<file path="config.mk">
export PLATFORM = sky130hd
export DESIGN_NAME = rsc_term_encoder
export DESIGN_NICKNAME = d
export VERILOG_FILES = /design/src/rtl/rsc_term_encoder.sv
export SDC_FILE = /design/constraint.sdc
export NUM_CORES = 1
export LEC_CHECK = 0
export BUFFER_PORTS_ARGS = -buffer_cell sky130_fd_sc_hd__buf_4
export CORE_ASPECT_RATIO = 1.2
export CORE_MARGIN = 8
export CORE_UTILIZATION = 62
export CTS_CLUSTER_SIZE = 10
export DETAILED_ROUTE_END_ITERATION = 8
export HOLD_SLACK_MARGIN = 0.06
export MAX_ROUTING_LAYER = met4
export PLACE_DENSITY_LB_ADDON = 0.1
export SLEW_MARGIN = 20
export SYNTH_ARGS = -nofsm -noshare
export SYNTH_HDL_FRONTEND = slang
export SYNTH_SLANG_ARGS = --single-unit
</file>
<file path="constraint.sdc">
create_clock -name clk -period 4.35 [get_ports clk]
set_input_delay 0.87 -clock clk [delete_from_list [all_inputs] [get_ports clk]]
set_output_delay 0.87 -clock clk [all_outputs]
set_load 0.01 [all_outputs]
</file>
<file path="src/rtl/rsc_term_encoder.sv">
// LTE turbo RSC constituent encoder: programmable block length, valid-qualified input,
// 3-cycle trellis termination. Define RSC_DUAL_EN for the second (interleaved) channel.
module rsc_term_encoder #(
  parameter int KW   = 13,
  parameter int KMAX = 6144
) (
  input  logic          clk,
  input  logic          aclr,
  input  logic          start,
  input  logic [KW-1:0] k_len,
  input  logic          ck,
`ifdef RSC_DUAL_EN
  input  logic          ck2,
`endif
  input  logic          ck_valid,
  output logic          xk,
  output logic          zk,
`ifdef RSC_DUAL_EN
  output logic          xk2,
  output logic          zk2,
`endif
  output logic          out_valid,
  output logic          tail,
  output logic          busy,
  output logic          done,
  output logic          err,
  output logic [2:0]    dd
);

  typedef enum logic [1:0] {
    S_IDLE = 2'd0,
    S_DATA = 2'd1,
    S_TAIL = 2'd2
  } state_e;

  localparam logic [KW-1:0] KMIN_C = KW'(40);
  localparam logic [KW-1:0] KMAX_C = KW'(KMAX);

  // One trellis step; returns {x, z, next {q2,q1,q0}}. In tail mode the input is fb so s = 0.
  function automatic logic [4:0] rsc_step(input logic [2:0] q, input logic tail_mode,
                                          input logic din);
    logic fb;
    logic s;
    logic x;
    logic z;
    fb = q[1] ^ q[2];
    s  = tail_mode ? 1'b0 : (din ^ fb);
    x  = tail_mode ? fb : din;
    z  = s ^ q[0] ^ q[2];
    return {x, z, q[1], q[0], s};
  endfunction

  state_e        state_q, state_d;
  logic [KW-1:0] cnt_q, cnt_d;
  logic [KW-1:0] klen_q, klen_d;
  logic [1:0]    tcnt_q, tcnt_d;
  logic [2:0]    sr_q, sr_d;
  logic          xk_q, xk_d, zk_q, zk_d;
  logic          ov_q, ov_d, tail_q, tail_d;
  logic          busy_q, busy_d, done_q, done_d, err_q, err_d;
  logic          k_ok_s;
  logic          in_tail_s;
  logic [4:0]    step1_s;
`ifdef RSC_DUAL_EN
  logic [2:0]    sr2_q, sr2_d;
  logic          xk2_q, xk2_d, zk2_q, zk2_d;
  logic [4:0]    step2_s;
`endif

  always_comb begin
    k_ok_s    = (k_len >= KMIN_C) && (k_len <= KMAX_C);
    in_tail_s = (state_q == S_TAIL);
    step1_s   = rsc_step(sr_q, in_tail_s, ck);
`ifdef RSC_DUAL_EN
    step2_s   = rsc_step(sr2_q, in_tail_s, ck2);
    sr2_d     = sr2_q;
    xk2_d     = xk2_q;
    zk2_d     = zk2_q;
`endif
    state_d = state_q;
    cnt_d   = cnt_q;
    klen_d  = klen_q;
    tcnt_d  = tcnt_q;
    sr_d    = sr_q;
    xk_d    = xk_q;
    zk_d    = zk_q;
    busy_d  = busy_q;
    ov_d    = 1'b0;
    tail_d  = 1'b0;
    done_d  = 1'b0;
    err_d   = 1'b0;

    case (state_q)
      S_IDLE: begin
        if (start) begin
          if (k_ok_s) begin
            state_d = S_DATA;
            klen_d  = k_len;
            cnt_d   = {KW{1'b0}};
            tcnt_d  = 2'd0;
            sr_d    = 3'b000;
`ifdef RSC_DUAL_EN
            sr2_d   = 3'b000;
`endif
            busy_d  = 1'b1;
          end else begin
            err_d = 1'b1;
          end
        end else begin
          state_d = S_IDLE;
        end
      end
      S_DATA: begin
        if (ck_valid) begin
          ov_d  = 1'b1;
          xk_d  = step1_s[4];
          zk_d  = step1_s[3];
          sr_d  = step1_s[2:0];
`ifdef RSC_DUAL_EN
          xk2_d = step2_s[4];
          zk2_d = step2_s[3];
          sr2_d = step2_s[2:0];
`endif
          cnt_d = cnt_q + KW'(1);
          if ((cnt_q + KW'(1)) == klen_q) begin
            state_d = S_TAIL;
            tcnt_d  = 2'd0;
          end else begin
            state_d = S_DATA;
          end
        end else begin
          ov_d = 1'b0;
        end
      end
      S_TAIL: begin
        ov_d   = 1'b1;
        tail_d = 1'b1;
        xk_d   = step1_s[4];
        zk_d   = step1_s[3];
        sr_d   = step1_s[2:0];
`ifdef RSC_DUAL_EN
        xk2_d  = step2_s[4];
        zk2_d  = step2_s[3];
        sr2_d  = step2_s[2:0];
`endif
        tcnt_d = tcnt_q + 2'd1;
        if (tcnt_q == 2'd2) begin
          state_d = S_IDLE;
          done_d  = 1'b1;
          busy_d  = 1'b0;
        end else begin
          state_d = S_TAIL;
        end
      end
      default: begin
        state_d = S_IDLE;
        busy_d  = 1'b0;
      end
    endcase
  end

  // State, counters, shift registers and registered outputs.
  always_ff @(posedge clk or posedge aclr) begin
    if (aclr) begin
      state_q <= S_IDLE;
      cnt_q   <= {KW{1'b0}};
      klen_q  <= {KW{1'b0}};
      tcnt_q  <= 2'd0;
      sr_q    <= 3'b000;
      xk_q    <= 1'b0;
      zk_q    <= 1'b0;
      ov_q    <= 1'b0;
      tail_q  <= 1'b0;
      busy_q  <= 1'b0;
      done_q  <= 1'b0;
      err_q   <= 1'b0;
`ifdef RSC_DUAL_EN
      sr2_q   <= 3'b000;
      xk2_q   <= 1'b0;
      zk2_q   <= 1'b0;
`endif
    end else begin
      state_q <= state_d;
      cnt_q   <= cnt_d;
      klen_q  <= klen_d;
      tcnt_q  <= tcnt_d;
      sr_q    <= sr_d;
      xk_q    <= xk_d;
      zk_q    <= zk_d;
      ov_q    <= ov_d;
      tail_q  <= tail_d;
      busy_q  <= busy_d;
      done_q  <= done_d;
      err_q   <= err_d;
`ifdef RSC_DUAL_EN
      sr2_q   <= sr2_d;
      xk2_q   <= xk2_d;
      zk2_q   <= zk2_d;
`endif
    end
  end

  assign xk        = xk_q;
  assign zk        = zk_q;
  assign out_valid = ov_q;
  assign tail      = tail_q;
  assign busy      = busy_q;
  assign done      = done_q;
  assign err       = err_q;
  assign dd        = sr_q;
`ifdef RSC_DUAL_EN
  assign xk2       = xk2_q;
  assign zk2       = zk2_q;
`endif

endmodule

</file>
# After elaboration in Yosys (flattened, before gate mapping)
# Cells that the tools add are included.
[totals] reg_bits=40 out_inout_bits=10 wordCells=80
[classes] add_sub_neg=2 order_cmp=2 eq_ne=10 mux=37 n_bitwise=5 n_reduce_logical=12
[ops] cell="13-bit 2-to-1 mux" count=3
[ops] cell="13-bit one-hot mux with 2 select lines" count=1
[ops] cell="2-bit 2-to-1 mux" count=9
[ops] cell="1-bit 2-to-1 mux" count=14
[ops] cell="13-bit by 1-bit adder with 13-bit output (second input constant)" count=1
[ops] cell="13-bit equality test" count=1
[ops] cell="13-bit by 6-bit greater-or-equal comparator with 1-bit output (second input constant)" count=1
[ops] cell="13-bit less-or-equal comparator (second input constant)" count=1
[ops] cell="2-bit one-hot mux with 3 select lines" count=2
[ops] cell="4-bit AND reduction" count=3
[ops] cell="3-bit 2-to-1 mux" count=3
[ops] cell="3-bit one-hot mux with 3 select lines" count=1
[ops] cell="2-bit inequality test (second input constant)" count=4
[ops] cell="1-bit one-hot mux with 2 select lines" count=3
[ops] cell="5-bit AND reduction" count=1
[ops] cell="2-bit equality test (second input constant)" count=2
[ops] cell="2-bit AND reduction" count=2
[ops] cell="2-bit nonzero test" count=2
[ops] cell="1-bit XOR" count=4
[ops] cell="3-bit inequality test (second input constant)" count=1
[ops] cell="1-bit one-hot mux with 3 select lines" count=1
[ops] cell="3-bit AND reduction" count=1
[ops] cell="3-bit nonzero test" count=1
[ops] cell="2-bit by 1-bit adder with 2-bit output (second input constant)" count=1
[ops] cell="other kinds (5)" count=5

# Longest topological paths before layout
# Gate-level depths: netlist (run 1).
[logic_depth] ltp_word=7 ltp_mapped=8

# Worst setup path after synthesis (run 1)
# OpenSTA, ideal clock, no wires.
[synth_path] path_type="input -> register" startpoint="in k_len[8]" endpoint="reg klen_q[0]" setup_ns=0.125 arrival_time_ns=2.504 t_required_ns=4.225 slack_ns=1.721 path_stages=5 cell_sequence="nor4_2 > a41oi_1 > a211oi_1 > buf_4 > mux2_2"
[synth_via] elab_chain_cells=3
[synth_lines] element="from (decl)" line="10" rtl="input logic [KW-1:0] k_len,"
[synth_lines] element="13-bit by 6-bit greater-or-equal comparator with 1-bit output / 13-bit less-or-equal comparator (equally long branches)" line="71" rtl="k_ok_s = (k_len >= KMIN_C) && (k_len <= KMAX_C);"
[synth_lines] element="1-bit logical AND (*)" line="71"
[synth_lines] element="3-bit AND reduction (no line) (*)"
[synth_lines] element="to (signal assigned)" line="167" rtl="klen_q <= {KW{1'b0}};"
[synth_lines] element="to (signal assigned)" line="185" rtl="klen_q <= klen_d;"
[synth_lines] element="to (decl)" line="55" rtl="logic [KW-1:0] klen_q, klen_d;"
# Mark *: on every way between the ends. The rest lies on a longest branch, timed or not.
# A chain may end at the register's enable or synchronous reset.

# Final worst setup path (run 1)
[layout_path] startpoint="in k_len[0]" endpoint="reg cnt_q[8]"
[layout_via] elab_chain_cells=4
[layout_lines] element="13-bit by 6-bit greater-or-equal comparator with 1-bit output / 13-bit less-or-equal comparator (equally long branches)" line="71"
[layout_lines] element="1-bit logical AND (*)" line="71"
[layout_lines] element="2-bit inequality test (no line) (*)"
[layout_lines] element="4-bit AND reduction (no line) (*)"
[layout_lines] element="to (signal assigned)" line="166" rtl="cnt_q <= {KW{1'b0}};"
[layout_lines] element="to (signal assigned)" line="184" rtl="cnt_q <= cnt_d;"
[layout_lines] element="to (decl)" line="54" rtl="logic [KW-1:0] cnt_q, cnt_d;"
# Marks and branches as above.

==> results.cfg, run 1 <==
[status]
outcome = finished, final reports clean

[synth]
synth_area_leader_cell = dfrtp_1
yosysSeqAreaShare_pct = 40.20
syn_area_sq_um = 2490
ys_ff_latch = 40
yosys.area.top_type_share_pct = 40.20
yosys-top-cells-count = 40 x dfrtp_1, 30 x nand2_1, 17 x o21ai_0
synth_fp_nets = 290
async_reset_ff_share_pct = 100.0
synth_cell_types = 52
syn_inst = 266
synth-warning-count = 0
synth_area_leaders = dfrtp_1 40%, mux2_2 5.9%, xnor2_1 4.9%
post-synth-top-count-cell = dfrtp_1
synth_top_flop_cell = dfrtp_1
synth_edf_count = 0
postSynthAreaPerCell_sq_um = 9.360

[worst_setup_path]
crit_family = compound AO/OA/AOI/OAI gates
worst-r2r-setup-slack_ns = 1.98
r2r-end = state_q[0]
endpoint_kind = register
cp_cell_sequence = buf_4, nor4_1, a41oi_1, a211o_1, a21o_1, or3_1, o211ai_1
critPathArrivalTime_ns = 3.09
reg2reg_from = cnt_q[0]
slowest_stage = a211o_1
slowest_delay_ns = 0.48
critical_path_required_ns = 4.57
crit_type = input port to register
worst-r2r-cell-count = 7
crit_path_start_kind = input port
crit_buf_inv = 1
crit_fanout = 22

[floorplanning]
row_count = 25
coreArea_sq_um = 3910
io-pin-count = 28
dieHeight_um = 85.42
start_util_pct = 63.68
die_area_sq_um = 6308
fp.dieW_um = 73.85

[power]
p_clk_share_pct = 18.2
p_total_mw = 1.440
power_density_nw_per_um2 = 513.0
pwr-share-seq_pct = 40.7
internal-power_mw = 0.8840
combPwrFrac_pct = 41.0
netSwitchingFraction_pct = 38.60
p_switching_mw = 0.5556
worst_ir_drop_vdd_mv = 0.3072
leakagePower_nw = 1.244

[detailed_routing]
drt_iter0_drc = 182
antenna_left = 0
vias = 2069
wl_um = 5632
vias_per_cell = 6.050
wl_per_cell_um = 16.47
dr.pass1.iters = 4
drc = 0

[placement]
gp_congestion = 0.8709
portBuffers = 27
place_area_sq_um = 2709
dpl_worst_slack_ns = 1.250
hpwl_um = 4071

[global_route]
grt-ovfl-total = 0
grt_max_degree = 41
grt_pass1_wl_um = 9370
grt_usage_pct = 19.54
antenna_found_initial = 0
grt_pass1_vias = 1952

[timing]
tightest_slew_ns = 0.6429
fin_ws_ns = 1.474
slew_viol_final = 0
period_minus_slack_ns = 2.876
fin_skew_ns = 0.002896
clock.fmax_ghz = 0.3477
period_share_pct = 66.11
rsz0062_at_grt = false
hold_violations = 0
max-slew-margin-rel_pct = 57.14
fin_setup_tns_ns = 0
setup_violations = 0

[flow_run]
drv_cap = 0

[cts]
clk_pin_slew_ns = 0.08
cts_hold_buf = 0
numCtsBuffers = 5
ctsResizeCount = 0
clock_path_buffers = 2
cts_root_buffer = clkbuf_8
postCtsSetupRepairBufs = 0
cts_tree = yes
clkSinkCount = 40
clk_latency_ns = 0.29
htree_levels = 2

[final_layout]
syn_to_final_growth_pct = 12.71
nets = 311
design_area_sq_um = 2806
drive_gt1_share_pct = 19.79
diodes = 0
fillers = 334

[worst_hold_path]
worstHoldPathCells = 2
min_from = xk
min_path_type = register to register
hold_path_end = xk
-- power by group through the flow --
stage	Combinational, mW	Sequential [mW]	Clock, mW
CTS	0.592	0.587	0.268
detailed placement	0.586	0.593	0
global route	0.660	0.601	0.283
floorplan	0.443	0.563	0
finish	0.591	0.587	0.262
global placement	0.569	0.590	0
-- kinds of logic (layout without fill, tap and decap cells) --
kind of cell	after synthesis	after routing	synth area share [%]
buf+inv	25	47	4.372
mux	14	14	6.281
simple gates	97	97	19.95
fa+ha+maj	6	6	3.015
xor+xnor	23	23	8.091
flops	40	40	40.20
compound gates	61	61	18.09
-- layer usage --
| layer | global-route usage, % | vias to the layer above | wire length, um | part of all wire, % |
|---|---|---|---|---|
| li1 | - | 1010 | - | - |
| met1 | 22.97 | 1016 | 2433 | 43 |
| met2 | 31.26 | 34 | 2930 | 52 |
| met3 | 4.717 | 9 | 163 | 2.9 |
| met4 | 7.286 | 0 | 105 | 1.9 |
| met5 | - | - | 0 | 0 |
-- worst max path at each step --
stage	from	end	slack, ns	cells after the start
after floorplan	k_len[8]	klen_q[0]	1.72	5
after global placement	k_len[0]	cnt_q[8]	1.31	7
after detailed placement	k_len[0]	cnt_q[6]	1.25	7
after CTS	k_len[0]	cnt_q[6]	1.53	7
after global routing	k_len[0]	cnt_q[6]	1.31	7
final	k_len[0]	cnt_q[8]	1.47	7
-- flip-flops by register name (all words and copies together), names as in the netlist, 2 cells and up --
| name | count |
|---|---|
| cnt_q | 13 |
| dd | 3 |
| klen_q | 13 |
| state_q | 2 |
| tcnt_q | 2 |
-- cells in the final DEF, fill, tap and decap left out, drive strengths merged, types with 3 or more instances in the layout --
| cell | netlist | routed |
|---|---|---|
| a2111oi | 4 | 4 |
| a211o | 6 | 6 |
| a211oi | 3 | 3 |
| a21o | 6 | 6 |
| a21oi | 3 | 3 |
| and2 | 4 | 4 |
| and3 | 6 | 6 |
| and4 | 3 | 3 |
| buf | 6 | 29 |
| clkbuf | 9 | 6 |
| dfrtp | 40 | 40 |
| ha | 6 | 6 |
| inv | 10 | 10 |
| mux2 | 13 | 13 |
| nand2 | 30 | 30 |
| nand2b | 3 | 3 |
| nand3 | 11 | 11 |
| nand4 | 6 | 6 |
| nor2 | 12 | 12 |
| nor3 | 8 | 8 |
| nor4 | 4 | 4 |
| o211ai | 4 | 4 |
| o21ai | 18 | 18 |
| or3 | 5 | 5 |
| xnor2 | 14 | 14 |
| xor2 | 9 | 9 |
-- per-stage QoR --
stage                     hold WS [ns]  utilization (%)  cells
after global placement          0.4660            69.28    334
after global routing            0.5402            71.78    342
after CTS                       0.5001            71.78    342
after floorplan                 0.4925                -    266
after detailed placement        0.4821            69.28    334
final                           0.4926            71.78    342
-- tightest hold or removal path: cells and delay by family (launching register included) --
kind            cells  cell delay (ns)
flops               1             0.35
compound gates      1             0.06
simple gates        1             0.04
-- cell type report --
class | instances | area [sq um] | share of cell area (%)
clock buffer | 6 | 82.58 | 2.942
clock inverter | 2 | 15.01 | 0.5350
inverter | 10 | 37.54 | 1.337
multi-input combinational | 201 | 1385 | 49.35
sequential | 40 | 1001 | 35.67
tap | 54 | 67.56 | 2.407
timing repair buffer | 29 | 217.7 | 7.757
Note: power is estimated with default switching activity, not from simulation.
==> inputs of run 2 (changes only) <==
--- a/config.mk
+++ b/config.mk
@@ -8,7 +8,7 @@
 export BUFFER_PORTS_ARGS = -buffer_cell sky130_fd_sc_hd__buf_4
 export CORE_ASPECT_RATIO = 1.2
 export CORE_MARGIN = 8
-export CORE_UTILIZATION = 62
+export CORE_UTILIZATION = 53
 export CTS_CLUSTER_SIZE = 10
 export DETAILED_ROUTE_END_ITERATION = 8
 export HOLD_SLACK_MARGIN = 0.06
==> constraint.sdc (replaced) <==
create_clock -name clk -period 2.6 [get_ports clk]
set_input_delay 0.52 -clock clk [delete_from_list [all_inputs] [get_ports clk]]
set_output_delay 0.52 -clock clk [all_outputs]
set_load 0.01 [all_outputs]
==> run 2 against run 1 <==
Effect of this change:
- utilization shrank 8.2 points
- die area is 13% higher
- critical path type unchanged
- register-to-register slack worse by 1.6 ns
==> results.cfg, run 2 (synthesis results as in run 1) <==
[status]
outcome = finished, final reports clean

[timing]
rsz0062_at_grt = false
clock.fmax_ghz = 0.4393
period_minus_slack_ns = 2.276
setup_violations = 0
period_share_pct = 87.55
hold_violations = 0
fin_skew_ns = 0.006487
max-slew-margin-rel_pct = 61.99
fin_ws_ns = 0.3236
fin_setup_tns_ns = 0
tightest_slew_ns = 0.5689
slew_viol_final = 0

[floorplanning]
start_util_pct = 54.60
row_count = 27
dieHeight_um = 91.09
coreArea_sq_um = 4561
die_area_sq_um = 7157
fp.dieW_um = 78.57
io-pin-count = 28

[worst_setup_path]
critPathArrivalTime_ns = 2.44
crit_buf_inv = 1
crit_path_start_kind = input port
endpoint_kind = register
cp_cell_sequence = buf_4, nor4_1, a41oi_1, a211o_1, a211o_4, a221oi_1, nand3_1
slowest_delay_ns = 0.43
slowest_stage = a211o_1
worst-r2r-setup-slack_ns = 0.35
crit_fanout = 6
crit_type = input port to register
critical_path_required_ns = 2.77
crit_family = compound AO/OA/AOI/OAI gates

[global_route]
grt_usage_pct = 17.22
grt_max_degree = 41
grt-ovfl-total = 0
antenna_found_initial = 0
grt_pass1_wl_um = 9804
grt_pass1_vias = 2072

[final_layout]
design_area_sq_um = 2898
syn_to_final_growth_pct = 16.38
final_common_cell = dfrtp_1
drive_gt1_share_pct = 22.22
nets = 320
diodes = 0
final_util_pct = 63.54
layout_common_cells = 40 x dfrtp_1, 38 x buf_4, 30 x nand2_1

[cts]
clock_path_buffers = 2
cts_root_buffer = clkbuf_8
cts_hold_buf = 0
clk_latency_ns = 0.29
postCtsSetupRepairBufs = 0
clk_pin_slew_ns = 0.08
numCtsBuffers = 5
clkSinkCount = 40
cts_tree = yes
ctsResizeCount = 0
htree_levels = 2

[flow_run]
drv_cap = 0

[power]
p_total_mw = 2.543
power_density_nw_per_um2 = 877.5
worst_ir_drop_vdd_mv = 0.5041
leakagePower_nw = 1.303

[detailed_routing]
dr.pass1.iters = 4
wl_per_cell_um = 16.14
drc = 0
antenna_left = 0
vias_per_cell = 5.792
vias = 2056
drt_iter0_drc = 90
wl_um = 5728

[placement]
portBuffers = 27
gp_congestion = 0.8764
dpl_worst_slack_ns = 0.06101
hpwl_um = 4451
place_area_sq_um = 2781

[worst_hold_path]
min_path_type = input port to asynchronous set/reset pin
==> run 2: per-stage QoR <==
stage               cells  hold WS, ns
finish                355       0.3488
global route          355       0.4136
CTS                   355       0.3680
detailed placement    347       0.4728
global placement      347       0.4639
floorplan             266       0.4925
==> run 2: power by group <==
part	internal [mW]	switching [mW]	leakage, nW
Combinational	0.520	0.540	0.727
Clock	0.289	0.234	0.0583
Sequential	0.795	0.166	0.518
==> run 2: worst paths after layout <==
| kind | from | endpoint | depth (start not counted) |
|---|---|---|---|
| worst max-delay path | k_len[0] | tcnt_q[1] | 7 |
| worst min-delay path | aclr | tail | 3 |
| worst max register to register | cnt_q[0] | state_q[0] | 7 |
| worst min register to register | xk | xk | 2 |
| max in group asynchronous | aclr | cnt_q[4] | 3 |
| min in group clk | ck_valid | state_q[0] | 2 |
==> run 2: layout make-up <==
cell class | instances | area (sq um)
clock inverters | 3 | 47.55
fillers | 406 | 1663
well taps | 58 | 72.57
inverters | 10 | 37.54
multi-input cells | 201 | 1385
clock buffers | 5 | 68.82
flip-flops and latches | 40 | 1001
repair buffers | 38 | 285.3
==> run 2: per-layer routing <==
layer	track usage, %	wire, um	vias up
li1	-	-	1025
met1	19.87	2465	999
met2	29.07	3036	30
met3	3.156	184	2
met4	5.882	40	0
met5	-	0	-
==> run 2: worst min-delay path: cells and delay by family <==
kind | cells | cell delay, ns
buf+inv | 3 | 0.57
